--- config.mk ---
export PLATFORM = sky130hd
export DESIGN_NAME = perceptron_trainer
export DESIGN_NICKNAME = d
export VERILOG_FILES = /design/src/rtl/perceptron_trainer.sv
export SDC_FILE = /design/constraint.sdc
export NUM_CORES = 1
export LEC_CHECK = 0
export BUFFER_PORTS_ARGS = -buffer_cell sky130_fd_sc_hd__buf_2
export CAP_MARGIN = 10
export CELL_PAD_IN_SITES_DETAIL_PLACEMENT = 1
export CELL_PAD_IN_SITES_GLOBAL_PLACEMENT = 2
export CORE_MARGIN = 2
export CORE_UTILIZATION = 34
export CTS_BUF_LIST = sky130_fd_sc_hd__clkbuf_2 sky130_fd_sc_hd__clkbuf_4 sky130_fd_sc_hd__clkbuf_8
export CTS_CLUSTER_DIAMETER = 60
export DETAILED_ROUTE_END_ITERATION = 6
export GPL_TIMING_DRIVEN = 1
export PLACE_DENSITY = 0.89
export SLEW_MARGIN = 20
export SYNTH_ARGS = -nofsm -noshare
export SYNTH_HDL_FRONTEND = slang
export SYNTH_SLANG_ARGS = --single-unit
export TNS_END_PERCENT = 30
--- constraint.sdc ---
create_clock -name clk -period 2.85 [get_ports clk]
set_input_delay 0.4275 -clock clk [delete_from_list [all_inputs] [get_ports clk]]
set_output_delay 0.4275 -clock clk [all_outputs]
set_load 0.02 [all_outputs]
--- src/rtl/perceptron_trainer.sv ---
// perceptron_trainer: trains the two weights of an external perceptron against a 4-entry truth table
module perceptron_trainer #(
  parameter int WINDOW     = 4,
  parameter int MAX_EPOCHS = 15
) (
  input  logic       clk,
  input  logic       reset_n,
  input  logic       start,
  input  logic [3:0] target_tt,
  input  logic [2:0] init_w1,
  input  logic [2:0] init_w2,
  input  logic       v_out,
  output logic       v_in1,
  output logic       v_in2,
  output logic [2:0] w1_out,
  output logic [2:0] w2_out,
  output logic       neuron_rst_n,
  output logic       busy,
  output logic       done,
  output logic       converged,
  output logic [3:0] epoch_cnt,
  output logic [2:0] err_cnt
);
  typedef enum logic [2:0] {IDLE, CLEAR, APPLY, UPDATE, EPOCH_END, DONE} state_t;
  state_t state_q, state_d;
  logic [1:0] p_q, p_d;
  logic [3:0] cnt_q, cnt_d, epoch_q, epoch_d;
  logic [2:0] w1_q, w1_d, w2_q, w2_d, err_q, err_d, tally_q, tally_d;
  logic spike_q, spike_d, conv_q, conv_d;
  logic vin1_q, vin1_d, vin2_q, vin2_d, nrst_q, nrst_d, busy_q, busy_d, done_q, done_d;
  logic tgt, miss, fire;
  always_comb begin
    state_d = state_q;
    p_d     = p_q;
    cnt_d   = cnt_q;
    epoch_d = epoch_q;
    w1_d    = w1_q;
    w2_d    = w2_q;
    err_d   = err_q;
    tally_d = tally_q;
    spike_d = spike_q;
    conv_d  = conv_q;
    tgt     = target_tt[p_q];
    miss    = tgt && !spike_q;
    fire    = !tgt && spike_q;
    case (state_q)
      IDLE, DONE: if (start) begin
        state_d = CLEAR;
        p_d     = 2'd0;
        w1_d    = init_w1;
        w2_d    = init_w2;
        epoch_d = 4'd0;
        tally_d = 3'd0;
        conv_d  = 1'b0;
      end
      CLEAR: begin
        state_d = APPLY;
        cnt_d   = 4'd0;
        spike_d = 1'b0;
      end
      APPLY: begin
        spike_d = spike_q | v_out;
        cnt_d   = cnt_q + 4'd1;
        state_d = (cnt_q == 4'(WINDOW - 1)) ? UPDATE : APPLY;
      end
      UPDATE: begin
        tally_d = (miss || fire) ? tally_q + 3'd1 : tally_q;
        w1_d    = (miss && p_q[0] && w1_q != 3'd7) ? w1_q + 3'd1 :
                  (fire && p_q[0] && w1_q != 3'd0) ? w1_q - 3'd1 : w1_q;
        w2_d    = (miss && p_q[1] && w2_q != 3'd7) ? w2_q + 3'd1 :
                  (fire && p_q[1] && w2_q != 3'd0) ? w2_q - 3'd1 : w2_q;
        p_d     = p_q + 2'd1;
        state_d = (p_q == 2'd3) ? EPOCH_END : CLEAR;
      end
      EPOCH_END: begin
        epoch_d = epoch_q + 4'd1;
        err_d   = tally_q;
        tally_d = 3'd0;
        p_d     = 2'd0;
        conv_d  = (tally_q == 3'd0);
        state_d = (tally_q == 3'd0 || epoch_q + 4'd1 == 4'(MAX_EPOCHS)) ? DONE : CLEAR;
      end
      default: state_d = IDLE;
    endcase
    vin1_d = (state_d == APPLY) && p_d[0];
    vin2_d = (state_d == APPLY) && p_d[1];
    nrst_d = (state_d != CLEAR);
    busy_d = (state_d != IDLE) && (state_d != DONE);
    done_d = (state_d == DONE);
  end
  always_ff @(posedge clk) begin
    if (!reset_n) begin
      state_q <= IDLE;
      p_q     <= 2'd0;
      cnt_q   <= 4'd0;
      epoch_q <= 4'd0;
      w1_q    <= 3'd0;
      w2_q    <= 3'd0;
      err_q   <= 3'd0;
      tally_q <= 3'd0;
      spike_q <= 1'b0;
      conv_q  <= 1'b0;
      vin1_q  <= 1'b0;
      vin2_q  <= 1'b0;
      nrst_q  <= 1'b1;
      busy_q  <= 1'b0;
      done_q  <= 1'b0;
    end else begin
      state_q <= state_d;
      p_q     <= p_d;
      cnt_q   <= cnt_d;
      epoch_q <= epoch_d;
      w1_q    <= w1_d;
      w2_q    <= w2_d;
      err_q   <= err_d;
      tally_q <= tally_d;
      spike_q <= spike_d;
      conv_q  <= conv_d;
      vin1_q  <= vin1_d;
      vin2_q  <= vin2_d;
      nrst_q  <= nrst_d;
      busy_q  <= busy_d;
      done_q  <= done_d;
    end
  end
  assign v_in1        = vin1_q;
  assign v_in2        = vin2_q;
  assign w1_out       = w1_q;
  assign w2_out       = w2_q;
  assign neuron_rst_n = nrst_q;
  assign busy         = busy_q;
  assign done         = done_q;
  assign converged    = conv_q;
  assign epoch_cnt    = epoch_q;
  assign err_cnt      = err_q;
endmodule

==> flow_summary.json, run 1 <==
{
  "antenna_found_initial": 0,
  "firstDrtPassIters": 4,
  "grt_remaining_overflow": 0,
  "cts_buffers": 5,
  "yosys-top-cells-area": "dfxtp_1 (35%), nand2_1 (6.8%), ha_1 (5.5%)",
  "die_h_um": 77.4,
  "tightest_slew_ns": 0.545,
  "clk_pin_slew_worst_paths_ns": 0.06,
  "ys_ff_latch": 32,
  "p_leak_uw": 0.000903,
  "crit_buf_inv": 0,
  "critPathKind": "reg2reg",
  "drive_gt1_share_pct": 19.6,
  "clockBufferDepth": 2,
  "hold_path_class": "in2reg",
  "gp_congestion": 0.774,
  "synth.cell_area_um2": 1830,
  "slew_headroom_pct": 63.6,
  "wl_per_cell_um": 14.1,
  "m1WireLength_um": 2150,
  "die_area_um2": 5990,
  "dr_total_vias": 1704,
  "ctsResizeCount": 0,
  "grt_setup_unrepaired": "false",
  "synth-warning-count": 0,
  "met3_length_um": 123,
  "maxCapViolCount": 0,
  "grt_first_pass_wirelength_um": 7920,
  "crit_chain": "mux4_2 -> ha_1 -> o41a_1 -> o211ai_1 -> a21oi_2 -> o21a_1 -> o211a_1",
  "synthDistinctLibCells": 49,
  "worst_slack_ns": 0.500,
  "syn-instance-count": 223,
  "synth-edff-count": 0,
  "postCtsSetupRepairBufs": 0,
  "syn2layout_area_growth_pct": 17.6,
  "grt_max_degree": 23,
  "rows": 26,
  "core_area_um2": 5140,
  "yosysTopAreaCellShare_pct": 34.9,
  "dp_cells": 318,
  "ctsHoldBuffers": 0,
  "yosysSeqAreaShare_pct": 34.9,
  "finalCoreUtilization_pct": 41.9,
  "crit_family": "compound AO/OA/AOI/OAI gates",
  "final_cells": 325,
  "clock-sinks": 32,
  "skew_ns": 0.00155,
  "cp-start-kind": "flop",
  "peakVddDrop_mv": 0.258,
  "first_iter_violations": 61,
  "async_flop_share_pct": 0,
  "io_buffers": 32,
  "worst_ep_required_time_ns": 3.03,
  "fin_tns_setup_ns": 0,
  "outcome": "complete, no violations",
  "start_util_pct": 35.7,
  "pre_cts_ws_ns": 0.503,
  "first_global_vias": 1662,
  "avgSynthCellArea_um2": 8.22,
  "p_per_area_nw_per_um2": 470,
  "period_share_pct": 82.5,
  "cp.arrival_ns": 2.53,
  "dominantRegCellSynth": "dfxtp_1",
  "ff2ff_setup_slack_ns": 0.50,
  "tritoncts": "yes",
  "met2_length_um": 2250,
  "min_period_ns": 2.35,
  "cp_max_fo": 9,
  "fmax_ghz": 0.425,
  "grt_use_total_pct": 16.7,
  "routed.top_layer": "met4",
  "worstSkewPairLatency_ns": 0.28,
  "cts_root_buffer": "clkbuf_8",
  "die_w_um": 77.4,
  "endpoint_kind": "flop",
  "io_pins": 33,
  "synth_fp_nets": 247,
  "fillCellCount": 646,
  "max_stage_delay_ns": 0.56,
  "vias_per_cell": 5.24,
  "wirelength_um": 4600,
  "drc": 0,
  "synth_top_cell_by_area": "dfxtp_1",
  "hold_viol_final": 0,
  "htree_levels": 2,
  "place_hpwl_um": 3410,
  "insertedDiodeCount": 0,
  "layout.nets": 279,
  "cp_slowest_cell": "mux4_2",
  "slew_viol_final": 0,
  "setup_viol": 0,
  "ant_nets": 0
}
==> synthesized netlist by cell type, types with 2 or more instances <==
| cell type | number |
|---|---|
| nand2_1 | 33 |
| dfxtp_1 | 32 |
| a21oi_1 | 16 |
| o21ai_0 | 15 |
| nor2_1 | 11 |
| nand3_1 | 9 |
| ha_1 | 8 |
| inv_1 | 8 |
| and2_1 | 7 |
| clkbuf_1 | 7 |
| nor2b_1 | 7 |
| and3_1 | 5 |
| nand2b_1 | 5 |
| nand4_1 | 4 |
| o211a_1 | 4 |
| o21ai_1 | 4 |
| a21boi_0 | 3 |
| a311oi_1 | 3 |
| o211ai_1 | 3 |
| o21a_1 | 3 |
| a211o_1 | 2 |
| a21o_1 | 2 |
| a21oi_2 | 2 |
| a31oi_1 | 2 |
| buf_2 | 2 |
| fa_1 | 2 |
| o41a_1 | 2 |
==> metal layers <==
layer	vias up	GRT usage (%)
met5	-	0
met4	0	6.96
met3	5	3.60
met2	17	28.2
met1	828	20.5
li1	854	-
==> final timing paths <==
check                           startpoint          to  cells after the start
worst max-delay path                p_q[0]   w2_out[0]                      7
worst max register to register      p_q[0]   w2_out[0]                      7
worst min register to register  err_cnt[2]  err_cnt[2]                      2
worst min-delay path            init_w2[1]   w2_out[1]                      3
==> cell families (layout without fill, tap and decap cells) <==
family	Yosys count	count (layout)	share of synthesized area (%)
xor gates and xnor gates	2	2	0.956
and+or+nand+nor	89	89	25.1
AOI/OAI and AO/OA	67	67	24.2
DFF	32	32	34.9
muxes	3	3	2.39
adders and majority gates	11	11	8.19
buffers and inverters	19	51	4.23
==> power breakdown <==
| part | internal, µW | leakage [µW] | switching [µW] |
|---|---|---|---|
| Sequential | 464 | 0.000260 | 24.1 |
| Clock | 215 | 0.0000503 | 158 |
| Combinational | 61.0 | 0.000592 | 91.9 |
| Total | 740 | 0.000903 | 274 |
==> registers in the layout, indices dropped and copies added (netlist names), 2 cells and up <==
name	cells
cnt_q	4
err_cnt	3
tally_q	3
epoch_cnt	4
p_q	2
w2_out	3
w1_out	3
state_q	3
==> worst min-delay path: stages <==
cell and delay [ns]:
buf_2 0.10, nand2_1 0.05, a311oi_1 0.08
==> layout make-up <==
cell class / count / area (µm²) / area share, %
Sequential cell: 32 / 641 / 29.7
Timing Repair Buffer: 35 / 183 / 8.47
Inverter: 9 / 33.8 / 1.57
Tap cell: 70 / 87.6 / 4.06
Multi-Input combinational cell: 172 / 1110 / 51.7
Clock buffer: 7 / 96.3 / 4.47
==> stage by stage <==
step | total power [µW] | hold slack, ns | instance area, µm²
2_1_floorplan | 601 | 0.449 | 1830
3_3_place_gp | 651 | 0.444 | 2060
3_5_place_dp | 653 | 0.453 | 2060
4_1_cts | 1030 | 0.408 | 2160
5_1_grt | 1070 | 0.423 | 2160
6_report | 1010 | 0.416 | 2160
==> placed cells by master, fill, tap and decap left out, types with 4 or more instances in the layout <==
master    Yosys  final
o211a_1       4      4
o21ai_1       4      4
nor2b_1       7      7
nand2b_1      5      5
a21oi_1      16     16
buf_2         2     32
dfxtp_1      32     32
ha_1          8      8
o21ai_0      15     15
nand3_1       9      9
clkbuf_8      0      7
inv_1         8      8
nor2_1       11     11
and2_1        7      7
nand4_1       4      4
nand2_1      33     33
and3_1        5      5
Note: power is estimated with default switching activity, not from simulation.
==> run 2: changes to the inputs <==
==> constraint.sdc (replaced) <==
create_clock -name clk -period 2.3 [get_ports clk]
set_input_delay 0.345 -clock clk [delete_from_list [all_inputs] [get_ports clk]]
set_output_delay 0.345 -clock clk [all_outputs]
set_load 0.02 [all_outputs]
==> run 2 against run 1 <==
Against the previous run:
- hold slack got worse by 0.095 ns
- sequential share of layout area fell by 1.7 points
- clock skew rose by 0.0086 ns
- wire length rose by 9.2%
- sequential power rose by 24%
- critical path type unchanged
- critical endpoint unchanged
==> flow_summary.json, run 2 (same netlist as run 1, synthesis figures left out) <==
{
  "clock-sinks": 32,
  "antenna_found_initial": 0,
  "skew_ns": 0.0102,
  "setup_viol": 0,
  "die_area_um2": 5990,
  "die_w_um": 77.4,
  "grt_first_pass_wirelength_um": 8220,
  "dp_cells": 325,
  "fin_tns_setup_ns": 0,
  "fillCellCount": 662,
  "cp.arrival_ns": 2.33,
  "p_per_area_nw_per_um2": 619,
  "layout.nets": 289,
  "io_pins": 33,
  "worstSkewPairLatency_ns": 0.29,
  "outcome": "complete, no violations",
  "die_h_um": 77.4,
  "final_cells": 336,
  "drc": 0,
  "place_hpwl_um": 3580,
  "dr_total_vias": 1737,
  "hold_depth": 3,
  "ant_nets": 0,
  "cp-start-kind": "flop",
  "grt_setup_unrepaired": "false",
  "cp_max_fo": 7,
  "cts_buffers": 5,
  "io_buffers": 32,
  "insertedDiodeCount": 0,
  "rr_worst_depth": 8,
  "final_cell_mix": "nand2_1 (33), buf_2 (32), dfxtp_1 (31)",
  "period_share_pct": 93.2,
  "final_common_cell": "nand2_1",
  "syn2layout_area_growth_pct": 24.8,
  "slew_viol_final": 0,
  "min_period_ns": 2.14,
  "grt_max_degree": 23,
  "hold_path_class": "in2reg",
  "hold_slack_ns": 0.321,
  "wirelength_um": 5020,
  "worst_slack_ns": 0.157,
  "htree_levels": 2,
  "worst_ep_required_time_ns": 2.49,
  "maxCapViolCount": 0,
  "clockBufferDepth": 2,
  "rows": 26,
  "pre_cts_ws_ns": 0.0629,
  "endpoint_kind": "flop",
  "clk_pin_slew_worst_paths_ns": 0.07,
  "grt_use_total_pct": 17.4,
  "start_util_pct": 35.7,
  "tritoncts": "yes",
  "vias_per_cell": 5.17,
  "slew_headroom_pct": 66.3,
  "gp_congestion": 0.788,
  "p_leak_uw": 0.000969,
  "drive_gt1_share_pct": 24.8,
  "peakVddDrop_mv": 0.363,
  "core_area_um2": 5140,
  "first_iter_violations": 71,
  "critPathKind": "reg2reg",
  "grt_remaining_overflow": 0,
  "fmax_ghz": 0.467,
  "firstDrtPassIters": 4,
  "wl_per_cell_um": 14.9,
  "hold_viol_final": 0,
  "cts_root_buffer": "clkbuf_8",
  "first_global_vias": 1766,
  "tightest_slew_ns": 0.504
}
## run 2: cell types whose count changed in the layout (fill, tap and decap cells not counted)
cell | before | now
ha_2 | 0 | 1
a311oi_2 | 0 | 1
buf_4 | 3 | 13
ha_4 | 0 | 1
a21oi_2 | 2 | 3
dfxtp_1 | 32 | 31
bufinv_16 | 0 | 1
ha_1 | 8 | 6
dfxtp_2 | 0 | 1
a311oi_1 | 3 | 2
a21oi_1 | 16 | 15
## run 2: metal layers
metal | GRT usage (%) | wire length (µm) | vias up
met1 | 20.8 | 2330 | 837
met3 | 4.07 | 121 | 10
met5 | 0 | 0 | -
met4 | 8.57 | 128 | 0
li1 | - | - | 872
met2 | 29.2 | 2440 | 18
## run 2: final cells by class
type	count	area, µm²	area share, %
clock buffers	7	96.3	4.21
clock inverters	1	30.0	1.31
inverters	9	33.8	1.48
multi-input cells	172	1140	49.8
flip-flops and latches	32	642	28.1
well taps	70	87.6	3.83
repair buffers	45	258	11.3
## run 2: power breakdown
part	switching [µW]	leakage (µW)	internal, µW
combinational	129	0.000644	92.5
sequential	27.9	0.000261	575
clock	210	0.0000645	382
total	367	0.000969	1050
## run 2: worst paths after layout
check	end	start	slack [ns]
worst max register to register	w2_out[0]	p_q[0]	0.16
worst max-delay path	w2_out[0]	p_q[0]	0.16
worst min-delay path	w2_out[1]	init_w2[1]	0.32
worst min register to register	err_cnt[1]	err_cnt[1]	0.46
## run 2: repair_timing
action	in CTS	in global routing
gates resized for setup	0	6
setup buffers	0	3
hold buffers	0	0
endpoints found under the setup margin	0	5
## run 2: worst max-delay path: stages (launching register included)
cell and delay (ns):
dfxtp_2 0.34, mux4_2 0.54, ha_4 0.21, o41a_1 0.31, o211ai_1 0.11, a21oi_2 0.08, buf_4 0.17, o21a_1 0.10
o211a_1 0.19
## run 2: stage by stage
step / utilization (%) / power, µW / cell area [µm²]
after floorplan: - / 745 / 1830
after global placement: 41.1 / 814 / 2110
after detailed placement: 41.1 / 818 / 2110
after CTS: 43.5 / 1410 / 2240
after global routing: 44.5 / 1480 / 2290
final: 44.5 / 1420 / 2290
==> run 3: changes to the inputs <==
--- a/config.mk
+++ b/config.mk
@@ -14,8 +14,9 @@
 export CTS_BUF_LIST = sky130_fd_sc_hd__clkbuf_2 sky130_fd_sc_hd__clkbuf_4 sky130_fd_sc_hd__clkbuf_8
 export CTS_CLUSTER_DIAMETER = 60
 export DETAILED_ROUTE_END_ITERATION = 6
-export GPL_TIMING_DRIVEN = 1
+export GPL_TIMING_DRIVEN = 0
 export PLACE_DENSITY = 0.89
+export SETUP_SLACK_MARGIN = 0.2
 export SLEW_MARGIN = 20
 export SYNTH_ARGS = -nofsm -noshare
 export SYNTH_HDL_FRONTEND = slang
==> run 3 against run 2 <==
Against the previous run:
- clock skew decreased by 0.0014 ns
- cell area decreased by 2.7%
- worst setup slack lost 0.076 ns
- die area did not move
- combinational power shrank 5%
- critical endpoint unchanged
- largest power group unchanged
- highest routed layer unchanged
==> flow_summary.json, run 3 (same netlist as run 1, synthesis figures left out) <==
{
  "final_common_cell": "buf_2",
  "die_w_um": 77.4,
  "grt_remaining_overflow": 0,
  "insertedDiodeCount": 0,
  "start_util_pct": 35.7,
  "worst_ep_required_time_ns": 2.49,
  "syn2layout_area_growth_pct": 21.4,
  "drc": 0,
  "tritoncts": "yes",
  "worst_slack_ns": 0.0806,
  "grt_first_pass_wirelength_um": 8420,
  "cts_buffers": 5,
  "dr_total_vias": 1746,
  "die_area_um2": 5990,
  "ant_nets": 0,
  "fin_tns_setup_ns": 0,
  "rr_worst_depth": 8,
  "io_buffers": 32,
  "grt_setup_unrepaired": "true",
  "final_cell_mix": "buf_2 (34), nand2_1 (33), dfxtp_1 (30)",
  "endpoint_kind": "flop",
  "clock-sinks": 32,
  "ff2ff_setup_slack_ns": 0.08,
  "antenna_found_initial": 0,
  "pre_cts_ws_ns": 0.0252,
  "peakVddDrop_mv": 0.319,
  "min_period_ns": 2.22,
  "p_total_uw": 1290,
  "skew_ns": 0.00874,
  "core_area_um2": 5140,
  "p_leak_uw": 0.000920,
  "final_cells": 334,
  "place_area_um2": 2100,
  "cp-start-kind": "flop",
  "final_area_um2": 2230,
  "critPathKind": "reg2reg",
  "gp_congestion": 0.781,
  "maxCapViolCount": 0,
  "rows": 26,
  "first_global_vias": 1649,
  "slew_headroom_pct": 58.8,
  "hold_depth": 3,
  "hold_viol_final": 0,
  "fillCellCount": 677,
  "vias_per_cell": 5.23,
  "hold_path_class": "in2reg",
  "grt_max_degree": 11,
  "clockBufferDepth": 2,
  "firstDrtPassIters": 4,
  "first_iter_violations": 40,
  "layout.nets": 287,
  "p_per_area_nw_per_um2": 580,
  "fmax_ghz": 0.451,
  "tightest_slew_ns": 0.618,
  "place_hpwl_um": 3700,
  "setup_viol": 0,
  "io_pins": 33,
  "cp_max_fo": 9,
  "cts_root_buffer": "clkbuf_8",
  "drive_gt1_share_pct": 22.3,
  "ctsHoldBuffers": 0,
  "cp.arrival_ns": 2.41,
  "wl_per_cell_um": 15.3,
  "wirelength_um": 5120,
  "slew_viol_final": 0,
  "worstSkewPairLatency_ns": 0.29,
  "period_share_pct": 96.5,
  "clk_pin_slew_worst_paths_ns": 0.07,
  "grt_use_total_pct": 18.1,
  "die_h_um": 77.4,
  "outcome": "complete, no violations",
  "dp_cells": 325,
  "htree_levels": 2
}
==> run 3: per-stage QoR <==
stage | hold slack (ns) | utilization (%)
after floorplan | 0.449 | -
after global placement | 0.443 | 40.8
final | 0.317 | 43.3
after CTS | 0.316 | 42.8
after detailed placement | 0.451 | 40.8
after global routing | 0.322 | 43.3
==> run 3: worst max-delay path, stage by stage, from the launching register on <==
cell and delay, ns:
dfxtp_4 0.36, mux4_2 0.52, ha_2 0.19, clkbuf_8 0.15, o41a_1 0.31, o211ai_1 0.10
a21oi_2 0.14, o21a_1 0.13, o211a_1 0.19
==> run 3: report_power, final <==
| group | internal, µW | switching (µW) | leakage (µW) |
|---|---|---|---|
| Clock | 255 | 224 | 0.0000479 |
| Combinational | 83.6 | 127 | 0.000611 |
| Sequential | 574 | 28.8 | 0.000261 |
==> run 3: final cells by class <==
| cell class | instances | area [µm²] | area share (%) |
|---|---|---|---|
| flip-flops and latches | 32 | 646 | 29.0 |
| plain buffers | 10 | 53.8 | 2.42 |
| multi-input cells | 172 | 1140 | 51.2 |
| well taps | 70 | 87.6 | 3.93 |
| inverters | 9 | 33.8 | 1.52 |
| repair buffers | 33 | 168 | 7.53 |
| clock inverters | 1 | 7.51 | 0.337 |
| clock buffers | 7 | 90.1 | 4.05 |
==> run 3: repair_timing <==
item	4_1_cts	5_1_grt
gates cloned	0	0
pin swaps	1	7
endpoints found under the setup margin	6	6
gates resized for setup	0	6
buffers inserted	1	0
==> run 3: worst paths after layout <==
path,startpoint,end
worst max-delay path,p_q[0],w2_out[0]
worst max register to register,p_q[0],w2_out[0]
worst min register to register,err_cnt[0],err_cnt[0]
worst min-delay path,init_w2[1],w2_out[1]
==> run 3: routing by layer <==
layer	routed length [µm]	vias to the layer above	track usage, %
met2	2450	24	28.9
li1	-	869	-
met4	77	0	6.43
met3	133	7	3.60
met1	2460	846	24.2
met5	0	-	0
